### src/rtl/stopwatch_bcd_ctrl.sv
`default_nettype none
// ============================================================================
//  Module      : stopwatch_bcd_ctrl
//  Description : Start/stop/clear/lap stopwatch keeping MM:SS as BCD digits,
//                gating the 1 Hz prescaler and feeding the 7-segment decoders.
//  Revision    : 1.0 - initial release
// ============================================================================
module stopwatch_bcd_ctrl #(
    parameter int MAX_MINUTES = 59
) (
    input  logic       clk,
    input  logic       reset,
    input  logic       tick,
    input  logic       btn_start_stop,
    input  logic       btn_clear,
    input  logic       btn_lap,
    output logic       run_enable,
    output logic [3:0] disp_min_tens,
    output logic [3:0] disp_min_ones,
    output logic [3:0] disp_sec_tens,
    output logic [3:0] disp_sec_ones,
    output logic       lap_active,
    output logic       wrap_pulse
);

    typedef enum logic [1:0] {
        S_IDLE    = 2'd0,
        S_RUNNING = 2'd1,
        S_PAUSED  = 2'd2
    } state_t;

    localparam logic [3:0] C_MAX_MIN_TENS = 4'(MAX_MINUTES / 10);
    localparam logic [3:0] C_MAX_MIN_ONES = 4'(MAX_MINUTES % 10);

    state_t      r_state_q,      w_state_d;
    logic [15:0] r_live_q,       w_live_d;
    logic [15:0] r_latch_q,      w_latch_d;
    logic        r_lap_q,        w_lap_d;
    logic        r_wrap_q,       w_wrap_d;
    logic        r_start_prev_q, w_start_prev_d;
    logic        r_clear_prev_q, w_clear_prev_d;
    logic        r_lap_prev_q,   w_lap_prev_d;

    logic        w_start_edge;
    logic        w_clear_edge;
    logic        w_lap_edge;
    logic [15:0] w_inc;
    logic        w_inc_wrap;

    assign w_start_edge = btn_start_stop & ~r_start_prev_q;
    assign w_clear_edge = btn_clear      & ~r_clear_prev_q;
    assign w_lap_edge   = btn_lap        & ~r_lap_prev_q;

    // Live time plus one second; digits packed as {min_tens, min_ones, sec_tens, sec_ones}
    always_comb begin
        w_inc      = r_live_q;
        w_inc_wrap = 1'b0;
        if (r_live_q == {C_MAX_MIN_TENS, C_MAX_MIN_ONES, 4'd5, 4'd9}) begin
            w_inc      = '0;
            w_inc_wrap = 1'b1;
        end else if (r_live_q[3:0] != 4'd9) begin
            w_inc[3:0] = r_live_q[3:0] + 4'd1;
        end else begin
            w_inc[3:0] = 4'd0;
            if (r_live_q[7:4] != 4'd5) begin
                w_inc[7:4] = r_live_q[7:4] + 4'd1;
            end else begin
                w_inc[7:4] = 4'd0;
                if (r_live_q[11:8] != 4'd9) begin
                    w_inc[11:8] = r_live_q[11:8] + 4'd1;
                end else begin
                    w_inc[11:8]  = 4'd0;
                    w_inc[15:12] = r_live_q[15:12] + 4'd1;
                end
            end
        end
    end

    always_comb begin
        w_state_d      = r_state_q;
        w_live_d       = r_live_q;
        w_latch_d      = r_latch_q;
        w_lap_d        = r_lap_q;
        w_wrap_d       = 1'b0;
        w_start_prev_d = btn_start_stop;
        w_clear_prev_d = btn_clear;
        w_lap_prev_d   = btn_lap;

        if (r_state_q == S_RUNNING && tick) begin
            w_live_d = w_inc;
            w_wrap_d = w_inc_wrap;
        end

        // The latch captures the pre-increment value when a tick coincides
        if (r_state_q != S_IDLE && w_lap_edge) begin
            w_lap_d = ~r_lap_q;
            if (!r_lap_q) begin
                w_latch_d = r_live_q;
            end
        end

        case (r_state_q)
            S_IDLE: begin
                if (w_start_edge) w_state_d = S_RUNNING;
            end
            S_RUNNING: begin
                if (w_start_edge) w_state_d = S_PAUSED;
            end
            S_PAUSED: begin
                if (w_clear_edge) begin
                    w_state_d = S_IDLE;
                    w_live_d  = '0;
                    w_latch_d = '0;
                    w_lap_d   = 1'b0;
                end else if (w_start_edge) begin
                    w_state_d = S_RUNNING;
                end
            end
            default: w_state_d = S_IDLE;
        endcase
    end

    always_ff @(posedge clk) begin
        if (reset) begin
            r_state_q      <= S_IDLE;
            r_live_q       <= '0;
            r_latch_q      <= '0;
            r_lap_q        <= 1'b0;
            r_wrap_q       <= 1'b0;
            r_start_prev_q <= 1'b0;
            r_clear_prev_q <= 1'b0;
            r_lap_prev_q   <= 1'b0;
        end else begin
            r_state_q      <= w_state_d;
            r_live_q       <= w_live_d;
            r_latch_q      <= w_latch_d;
            r_lap_q        <= w_lap_d;
            r_wrap_q       <= w_wrap_d;
            r_start_prev_q <= w_start_prev_d;
            r_clear_prev_q <= w_clear_prev_d;
            r_lap_prev_q   <= w_lap_prev_d;
        end
    end

    assign run_enable = (r_state_q == S_RUNNING);
    assign lap_active = r_lap_q;
    assign wrap_pulse = r_wrap_q;
    assign {disp_min_tens, disp_min_ones, disp_sec_tens, disp_sec_ones} =
        r_lap_q ? r_latch_q : r_live_q;

endmodule
`default_nettype wire

### config.mk
export PLATFORM = sky130hd
export DESIGN_NAME = stopwatch_bcd_ctrl
export DESIGN_NICKNAME = d
export VERILOG_FILES = /design/src/rtl/stopwatch_bcd_ctrl.sv
export SDC_FILE = /design/constraint.sdc
export NUM_CORES = 1
export LEC_CHECK = 0
export BUFFER_PORTS_ARGS = -buffer_cell sky130_fd_sc_hd__clkbuf_2
export CAP_MARGIN = 40
export CORE_ASPECT_RATIO = 0.6
export CORE_MARGIN = 2
export CORE_UTILIZATION = 44
export CTS_CLUSTER_SIZE = 8
export DETAILED_ROUTE_END_ITERATION = 10
export GPL_ROUTABILITY_DRIVEN = 0
export GPL_TIMING_DRIVEN = 1
export HOLD_SLACK_MARGIN = 0.12
export MAX_ROUTING_LAYER = met4
export PLACE_DENSITY = 0.72
export SYNTH_ARGS = -nofsm -noshare
export SYNTH_HDL_FRONTEND = slang
export SYNTH_SLANG_ARGS = --single-unit
### constraint.sdc
create_clock -name clk -period 1.85 [get_ports clk]
set_clock_uncertainty 0.2 [all_clocks]
set_input_delay 0.2775 -clock clk [delete_from_list [all_inputs] [get_ports clk]]
set_output_delay 0.2775 -clock clk [all_outputs]
set_load 0.05 [all_outputs]
==> metrics <==
synthesized cell area=0.00188 sq mm; I/O pin cnt=25; Die Wd=88.3 microns; CTS sink cnt=39; drt total wl=4.24 mm; Crit Path Max Fanout=5; Avg Inst Size Synth=9.33 sq um; register area share after synthesis=41.6%; CP Depth=6; slew margin rel.=76.4%; Clock Path Buffers=2; worst min-delay path class=flip-flop to flip-flop; #FFs+latches synth=39; worst hold slack=0.291 ns; hold path depth=2; largest net degree at the start of global routing=14; violated checks=setup timing; GRT Resource Usage Total=18.9%; Post-Syn Instances=201; status=finished with violations; Antenna diodes=0; initial core utilization=45.8%; routed vias=1,636; delay-heaviest family, CP=simple AND/OR/NAND/NOR gates; largest stage delay on the critical path=0.54 ns; synth top area cells=dfxtp_1 42%, mux2i_1 9.6%, mux2_2 7.2%, nor2_1 6.0%, ha_1 5.3%; CP Launch Type=flip-flop; hpwl dp=2.96 mm; crit path kind=flip-flop to flip-flop; area leader, netlist=dfxtp_1; Nets=275; CTS root buf=clkbuf_8; worst-path cell chain=inv_2 -> ha_4 -> and3b_2 -> nand4_4 -> or4_4 -> a21oi_2; H-tree depth=2; crit end category=flip-flop; total grt overflow=0; Port Buffer Count=24; Yosys Warn Count=0; final setup violation count=1; Pins Over Slew Limit=0; antenna violations before repair=0; syn nets=215; CTS tree=done; Area growth syn-to-layout=40.4%; ys flop type=dfxtp_1; R2R depth=6; sw frac=23.4%; CP Data Required Time=1.89 ns; Slowest-stage cell, CP=or4_4; most frequent cells in the layout=36 x dfxtp_1, 30 x nor2_1, 29 x buf_4; die area=0.00482 sq mm; Reg clk slew, reported paths=0.08 ns; commonest non-fill, non-tap cell in the layout=dfxtp_1; first-pass GRT wire length=6.47 mm; Max Cap Viol=0; Yosys cell types=36; Core Box Area=0.00410 sq mm; # rows=18; clock period minus worst slack=1.86 ns; drt drc=0; Fmax=0.538 GHz; Async SR Flop Fraction=0%; pre-CTS WS=-0.129 ns; clock group share of total power=41.4%; Comb pwr share=9.1%; number of global-route vias before repair=1,405; layout cells sized above 1=37.8%; Via density=5.08; Worst VDD drop=416 uV; EDFF count, synth=0; Num CTS Buffers=5; pwr dens=655 mW/mm^2; Psw=0.000404 W; worst path arrival time=1.90 ns; Final ANT Viol Nets=0; Die Y=54.6 microns; worst setup margin=-0.00946 ns; Reg power frac=49.5%; P_int=0.00132 W; worst skew pair latency=0.29 ns; Tcrit/Tclk final=101%; Iteration-0 DRC Markers=111; DR WL/cell=13.2 microns; Pre-Repair DR Iteration Count=4; slew of the pin with the lowest slew margin=0.349 ns; LEAKAGE=1.11 nW; FILL cells=347; Buf/Inv on CP=1; Synth top area share=41.6%; RSZ-0062 raised after global routing=yes; final hold violation count=0
## cells by family after synthesis
logic type,count (synthesis),synth area share (%)
adders and majority gates,8,5.34
and+or+nand+nor,82,24.1
xor gates and xnor gates,1,0.467
buffers and inverters,14,4.00
DFF,39,41.6
muxes,30,16.8
AOI/OAI and AO/OA,27,7.67
## layout make-up
type | instances | area [sq um] | share of cell area [%]
clock inverter | 3 | 43.8 | 1.66
sequential | 39 | 785 | 29.8
inverter | 4 | 15.0 | 0.570
tap | 60 | 75.1 | 2.85
timing repair buffer | 63 | 564 | 21.4
multi-input combinational | 148 | 1080 | 41.1
clock buffer | 5 | 68.8 | 2.61
## synthesized netlist by cell type (2+ instances only)
cell	n
a21oi_1	15
and3b_1	5
buf_1	3
buf_2	3
buf_6	2
dfxtp_1	39
ha_1	8
inv_1	4
mux2_2	12
mux2i_1	18
nand2_1	12
nand3_1	4
nand3b_1	2
nor2_1	30
nor2b_1	7
nor3_1	2
nor4_1	2
o21ai_0	9
or3_1	6
or4_1	2
## worst min-delay path: stages (launching register included)
cell     delay [ns]
dfxtp_1        0.32
mux2i_1        0.06
nor2_1         0.07
## final timing paths
check / slack (ns) / start / endpoint
hold / removal: 0.29 / r_latch_q[4] / r_latch_q[4]
hold reg to reg: 0.29 / r_latch_q[4] / r_latch_q[4]
setup / recovery: -0.009 / r_live_q[1] / r_live_q[15]
setup reg to reg: -0.009 / r_live_q[1] / r_live_q[15]
## sequential cells by signal, summed over array words and instances (netlist names)
register	cells
lap_active	1
r_clear_prev_q	1
r_lap_prev_q	1
r_latch_q	16
r_live_q	16
r_start_prev_q	1
r_state_q	2
wrap_pulse	1
## stage by stage
stage          area (sq um)  std cells  setup TNS (ns)  total power, W  util, %
4_1_cts                2520        316         -0.0227         0.00173     61.5
3_5_place_dp           2210        299          -0.528         0.00100     54.0
6_report               2630        322        -0.00946         0.00173     64.3
3_3_place_gp           2210        299         -0.0504         0.00100     54.0
5_1_grt                2630        322          -0.225         0.00178     64.3
2_1_floorplan          1890        201               0        0.000963        -
## metal layers
layer	global-route usage, %	wire length, microns	up-vias
li1	-	-	821
met1	26.4	2070	770
met2	26.7	1900	40
met3	4.52	235	5
met4	6.57	38	0
met5	-	0	-
## power groups by stage
stage	Clock, W	Combinational, W	Sequential [W]
6_report	0.000714	0.000158	0.000855
5_1_grt	0.000756	0.000170	0.000856
2_1_floorplan	0	0.0000841	0.000879
3_5_place_dp	0	0.000133	0.000872
3_3_place_gp	0	0.000130	0.000872
4_1_cts	0.000726	0.000148	0.000853
## what timing repair did
| item | in CTS | in global routing |
|---|---|---|
| gates resized for setup | 28 | 29 |
| setup buffers | 2 | 6 |
| hold buffers | 7 | 0 |
| pin swaps | 1 | 10 |
| setup endpoints to repair | 21 | 21 |
| endpoints found under the hold margin | 6 | 0 |
Power figures use the tool's default switching activity.
